<file path="config.mk">
export PLATFORM = sky130hd
export DESIGN_NAME = seq_run_control
export DESIGN_NICKNAME = d
export VERILOG_FILES = /design/src/rtl/seq_pkg.sv /design/src/rtl/seq_cycle_chain.sv /design/src/rtl/seq_run_control.sv
export SDC_FILE = /design/constraint.sdc
export NUM_CORES = 1
export LEC_CHECK = 0
export BUFFER_PORTS_ARGS = -buffer_cell sky130_fd_sc_hd__buf_2
export CORE_MARGIN = 1.5
export CORE_UTILIZATION = 40
export DETAILED_ROUTE_END_ITERATION = 16
export PLACE_DENSITY = 0.66
export SYNTH_ARGS = -nofsm -noshare
export SYNTH_HDL_FRONTEND = slang
export SYNTH_SLANG_ARGS = --single-unit
</file>
<file path="constraint.sdc">
create_clock -name clock -period 1.82 [get_ports clock]
set_clock_uncertainty 0.15 [all_clocks]
set_input_delay 0.091 -clock clock [delete_from_list [all_inputs] [get_ports clock]]
set_output_delay 0.091 -clock clock [all_outputs]
set_load 0.02 [all_outputs]
</file>
<file path="src/rtl/seq_pkg.sv">
// seq_pkg: shared constants, instruction classes and run modes for the sequencer.
package seq_pkg;
  localparam int NUM_CYCLES_DEF = 24;
  localparam int CLASS_W_DEF = 4;
  localparam logic [4:0] LAST_8 = 5'd8;
  localparam logic [4:0] LAST_12 = 5'd12;
  localparam logic [4:0] LAST_14 = 5'd14;
  localparam logic [4:0] LAST_24 = 5'd24;
  typedef enum logic [3:0] {
    CLS_MOV8  = 4'b0000,
    CLS_ALU   = 4'b1000,
    CLS_SETAB = 4'b0100,
    CLS_LDST  = 4'b1001,
    CLS_MOV16 = 4'b1010,
    CLS_INCXY = 4'b1011,
    CLS_GOTO  = 4'b1100
  } class_e;
  typedef enum logic [2:0] {
    M_IDLE       = 3'd0,
    M_RUN        = 3'd1,
    M_STEP_INSTR = 3'd2,
    M_STEP_CYCLE = 3'd3,
    M_HALTED     = 3'd4
  } mode_e;
  function automatic logic class_known(input logic [3:0] c);
    return c == CLS_MOV8 || c == CLS_ALU || c == CLS_SETAB || c == CLS_LDST ||
           c == CLS_MOV16 || c == CLS_INCXY || c == CLS_GOTO;
  endfunction
  function automatic logic [4:0] class_len(input logic [3:0] c);
    return (c == CLS_LDST || c == CLS_MOV16) ? LAST_12 :
           c == CLS_INCXY ? LAST_14 :
           c == CLS_GOTO ? LAST_24 : LAST_8;
  endfunction
endpackage

</file>
<file path="src/rtl/seq_cycle_chain.sv">
// seq_cycle_chain: one-hot timing chain that shifts on adv and reloads cycle 1 on wrap.
module seq_cycle_chain #(
  parameter int N = 24
) (
  input  logic         clock,
  input  logic         reset,
  input  logic         adv_i,
  input  logic         wrap_i,
  output logic [N-1:0] state_o
);
  localparam logic [N-1:0] FIRST = {{(N-1){1'b0}}, 1'b1};
  logic [N-1:0] state_q, state_d;
  always_comb state_d = !adv_i ? state_q : wrap_i ? FIRST : {state_q[N-2:0], 1'b0};
  always_ff @(posedge clock) begin
    if (reset) state_q <= FIRST;
    else state_q <= state_d;
  end
  assign state_o = state_q;
endmodule

</file>
<file path="src/rtl/seq_run_control.sv">
// seq_run_control: run/stop/step mode FSM gating the instruction timing chain,
// with class latch, pending stop and front-panel status flags.
module seq_run_control
  import seq_pkg::*;
#(
  parameter int NUM_CYCLES = NUM_CYCLES_DEF,
  parameter int CLASS_W = CLASS_W_DEF
) (
  input  logic                  clock,
  input  logic                  reset,
  input  logic                  run_req,
  input  logic                  stop_req,
  input  logic                  step_instr,
  input  logic                  step_cycle,
  input  logic [CLASS_W-1:0]    instruction_bits,
  input  logic                  halt_decoded,
  output logic [NUM_CYCLES-1:0] cycle_state,
  output logic                  running,
  output logic                  halted,
  output logic                  instr_done,
  output logic                  illegal_class
);
  mode_e mode_q, mode_d, wrap_mode, req_mode;
  logic [CLASS_W-1:0] class_q, class_d;
  logic stop_q, stop_d, illegal_q, illegal_d, done_q, done_d;
  logic running_q, running_d, halted_q, halted_d;
  logic adv, last, wrap_ev, in_run;
  seq_cycle_chain #(.N(NUM_CYCLES)) u_chain (
    .clock  (clock),
    .reset  (reset),
    .adv_i  (adv),
    .wrap_i (last),
    .state_o(cycle_state)
  );
  // Cycle-8 exit looks at live decode; later exits rely on the class latched at cycle 8.
  always_comb begin
    adv = mode_q == M_RUN || mode_q == M_STEP_INSTR || mode_q == M_STEP_CYCLE;
    in_run = mode_q == M_RUN || mode_q == M_STEP_INSTR;
    last = (cycle_state[7] && class_len(instruction_bits) == LAST_8) ||
           (cycle_state[11] && class_len(class_q) == LAST_12) ||
           (cycle_state[13] && class_len(class_q) == LAST_14) ||
           cycle_state[23];
    wrap_ev = adv && last;
    class_d = (adv && cycle_state[7]) ? instruction_bits : class_q;
    illegal_d = illegal_q || (adv && cycle_state[7] && !class_known(instruction_bits));
    done_d = wrap_ev;
    stop_d = wrap_ev ? 1'b0 : stop_q || (stop_req && in_run);
    wrap_mode = halt_decoded ? M_HALTED :
                (mode_q == M_STEP_INSTR || stop_q || stop_req) ? M_IDLE : M_RUN;
    req_mode = run_req ? M_RUN : step_instr ? M_STEP_INSTR :
               (step_cycle && mode_q == M_IDLE) ? M_STEP_CYCLE : mode_q;
    mode_d = (mode_q == M_IDLE || mode_q == M_HALTED) ? req_mode :
             mode_q == M_STEP_CYCLE ? M_IDLE :
             wrap_ev ? wrap_mode : mode_q;
    running_d = mode_d == M_RUN || mode_d == M_STEP_INSTR;
    halted_d = mode_d == M_HALTED;
  end
  always_ff @(posedge clock) begin
    if (reset) begin
      mode_q <= M_IDLE;
      class_q <= '0;
      stop_q <= 1'b0;
      illegal_q <= 1'b0;
      done_q <= 1'b0;
      running_q <= 1'b0;
      halted_q <= 1'b0;
    end else begin
      mode_q <= mode_d;
      class_q <= class_d;
      stop_q <= stop_d;
      illegal_q <= illegal_d;
      done_q <= done_d;
      running_q <= running_d;
      halted_q <= halted_d;
    end
  end
  assign running = running_q;
  assign halted = halted_q;
  assign instr_done = done_q;
  assign illegal_class = illegal_q;
endmodule
</file>
==> impl_results.md <==
- PortBufs: 38
- Die width: 62.40 microns
- Unrepaired setup endpoints after global routing: true
- Vias per cell: 4.935
- Final period util: 1.004
- Yosys top cell by area: dfxtp_1
- Worst-path cell chain: xnor2_1 > o22ai_1 > or4b_4 > a211o_1 > a211oi_2
- First-pass GRT wire length: 5416 microns
- Number of global-route vias before repair: 1,231
- Dpl cell area: 1718 sq um
- Slew margin rel.: 0.6920
- Syn Area/Cell: 8.019 sq um
- FF+latch count, synth: 36
- Gate power share: 0.170
- CORE AREA: 3363 sq um
- Area growth from synthesis to layout: 33.69%
- FF-to-FF path depth: 5
- Fillers: 359
- Setup WS post-layout: -0.008149 ns
- Adder-Cell Fraction of Synth Area: 0
- Finished Layout Cells: 279
- Pre-CTS setup slack: -0.06722 ns
- Total CTS buffers: 5
- Reg2reg start: class_q[1]$_SDFFE_PP0P_
- Top post-synthesis cells by area: dfxtp_1 51%, nand2_1 14%, a21oi_1 11%
- DR WL/cell: 11.66 microns
- Layout cells sized above 1: 0.2833
- Synth Area in Simple Gates: 0.2562
- Diode count: 0
- Maximum VDD drop: 485.0 uV
- Final Net Count: 243
- Slowest stage cell, crit path: or4b_4
- Initial Util: 0.4196
- Die span in y: 62.40 microns
- Post-synthesis cell count: 176
- CTS tree: built
- CTS Sinks: 36
- Arrival time of the worst setup path: 1.94 ns
- Seq/Total Area, Yosys: 0.5106
- Leak: 0.0007716 uW
- Required @ worst endpoint: 1.93 ns
- Slew Limit Fails: 0
- GP Congestion: 0.8022
- Main combinational cell family by area after synthesis: simple AND/OR/NAND/NOR gates
- IO Count: 39
- Clk network pwr share: 0.293
- H-tree levels: 2
- Worst Setup SP: class_q[1]$_SDFFE_PP0P_
- Clock latency on the worst-skew pair: 0.33 ns
- Internal: 1100 uW
- Final hold violations: 0
- Clock-pin slew on the worst setup and hold paths: 0.11 ns
- R2R Setup Slk: -0.008 ns
- HP Class: input port to flop
- Setup Buffers After CTS: 0
- XOR/XNOR Fraction of Synth Area: 0.006206
- Pwr dens: 812.8 nW/um^2
- DRC Markers: 0
- Critical Path Start Type: flop
- DRT iter0 DRCs: 61
- Status: complete, but fails checks
- Max FO, Critical Path: 3
- Gr ovfl total: 0
- Util after Layout: 0.5610
- DRT Pass-1 Iters: 4
- Vias: 1,377
- Most common cell after layout, fill and taps aside: nand2_1
- Routed wire length: 3253 microns
- Final antenna-violating net count: 0
- Stages on worst setup path: 5
- Post-Syn Nets: 187
- Most frequent cells in the layout: 53 x nand2_1, 38 x buf_2, 34 x dfxtp_1, 31 x a21oi_1
- Worst path max stage delay: 0.53 ns
- P_sw: 433.7 uW
- Synth Area in Compound Gates: 0.1959
- # rows: 21
- CP Buf/Inv Count: 0
- Switching portion of total power: 0.2828
- Crit end category: flop
- Synth top area share: 0.5106
- F_max: 547.0 MHz
- Netlist cell types: 34
- Ys Warns: 0
- DIE AREA: 3894 sq um
- DP HPWL: 2164 microns
- Crit path to: running$_SDFF_PP0_
- Total track usage: 0.1711
- Crit Reg-Reg Endpoint: running$_SDFF_PP0_
- Top delay family on crit path: compound AO/OA/AOI/OAI gates
- Root Driver: clkbuf_4
- Pwr Total: 1534 uW
- # setup viols final: 1
- Fin crit period: 1.828 ns
- Fraction of synthesized area in multiplexers: 0
- Setup CP Type: flop to flop
- Pin count of the biggest net entering global routing: 28
- Design Area, Final: 1887 sq um
- Mapped Area: 1411 sq um
- Failing checks: setup timing
- Buffer depth of the longest clock path: 2
- Maxcap violations: 0
- Inst Count DP: 262
- Slew @ Worst Pin: 0.4598 ns
- Initial antenna violation count: 0
- Sequential Power Share: 0.537
## registers in the layout, summed over array words and instances, names as in the netlist
| name | flops |
|---|---|
| halted | 1 |
| running | 1 |
| illegal_class | 1 |
| mode_q | 3 |
| instr_done | 1 |
| class_q | 4 |
| u_chain.state_o | 24 |
| stop_q | 1 |
## kinds of logic (layout without fill, tap and decap cells)
kind of cell,Yosys count,count (layout)
compound gates,47,47
flops,36,36
simple gates,81,81
buf+inv,11,68
xor+xnor,1,1
## cell type report
class,instances,area (sq um),share of cell area
multi-input combinational,129,664.4,0.3521
sequential,36,723.2,0.3833
clock inverter,1,7.507,0.003979
tap,46,57.56,0.03050
inverter,3,11.26,0.005968
timing repair buffer,57,367.9,0.1950
clock buffer,7,55.05,0.02918
## cells in the mapped netlist, drive strengths merged
cell type,instances
nand2,53
nor3,2
a211o,1
buf,2
o21bai,1
nand2b,1
or2,1
inv,3
nand3b,1
and3,1
or4,1
nor4b,1
a211oi,1
and2,1
o22ai,1
o41ai,2
o21ai,3
a31oi,3
dfxtp,36
nand3,6
a21o,1
or4b,1
or3,1
nor3b,1
o211ai,1
nor2,8
nor2b,2
a21oi,31
xnor2,1
o21a,1
clkbuf,6
o311ai,1
## timing repair
action / in CTS / in global routing
setup endpoints to repair: 2 / 2
resized for setup: 4 / 1
endpoints found under the hold margin: 12 / 0
hold buffers: 9 / 0
pin swaps: 3 / 0
## power groups by stage
stage          Sequential [uW]  Clock (uW)  Combinational (uW)
2_1_floorplan              859           0                 141
3_3_place_gp               841           0                 243
3_5_place_dp               841           0                 243
4_1_cts                    823         468                 260
5_1_grt                    827         496                 289
6_report                   823         450                 261
## tightest hold or removal path: cells and delay by family
| family | cells | cell delay [ns] |
|---|---|---|
| simple gates | 2 | 0.12 |
| compound gates | 2 | 0.20 |
| buf+inv | 1 | 0.11 |
## per-stage QoR
step / setup TNS [ns] / hold WS [ns]
2_1_floorplan: 0 / 0.01804
3_3_place_gp: 0 / 0.2197
3_5_place_dp: -0.1014 / 0.2225
4_1_cts: -0.004423 / 0.06159
5_1_grt: -0.05457 / 0.1039
6_report: -0.008149 / 0.06589
## worst min-delay path by stage
| stage | endpoint | startpoint | cells past startpoint | slack [ns] |
|---|---|---|---|---|
| CTS | illegal_class$_SDFF_PP0_ | instruction_bits[0] | 5 | 0.06 |
| floorplan | mode_q[2]$_SDFF_PP0_ | reset | 1 | 0.02 |
| global route | u_chain.state_o[8]$_SDFFE_PP0N_ | instruction_bits[1] | 5 | 0.10 |
| detailed placement | stop_q$_SDFF_PP0_ | stop_req | 3 | 0.22 |
| global placement | stop_q$_SDFF_PP0_ | stop_req | 3 | 0.22 |
| finish | illegal_class$_SDFF_PP0_ | instruction_bits[1] | 5 | 0.07 |
## routing by layer
metal | vias to the layer above | track usage | share of wire
met1 | 625 | 0.2295 | 0.49
li1 | 708 | - | -
met4 | 0 | 0.06944 | 0.014
met5 | - | 0 | 0
met3 | 4 | 0.04505 | 0.055
met2 | 40 | 0.2621 | 0.44
(Power assumes the default switching activity.)
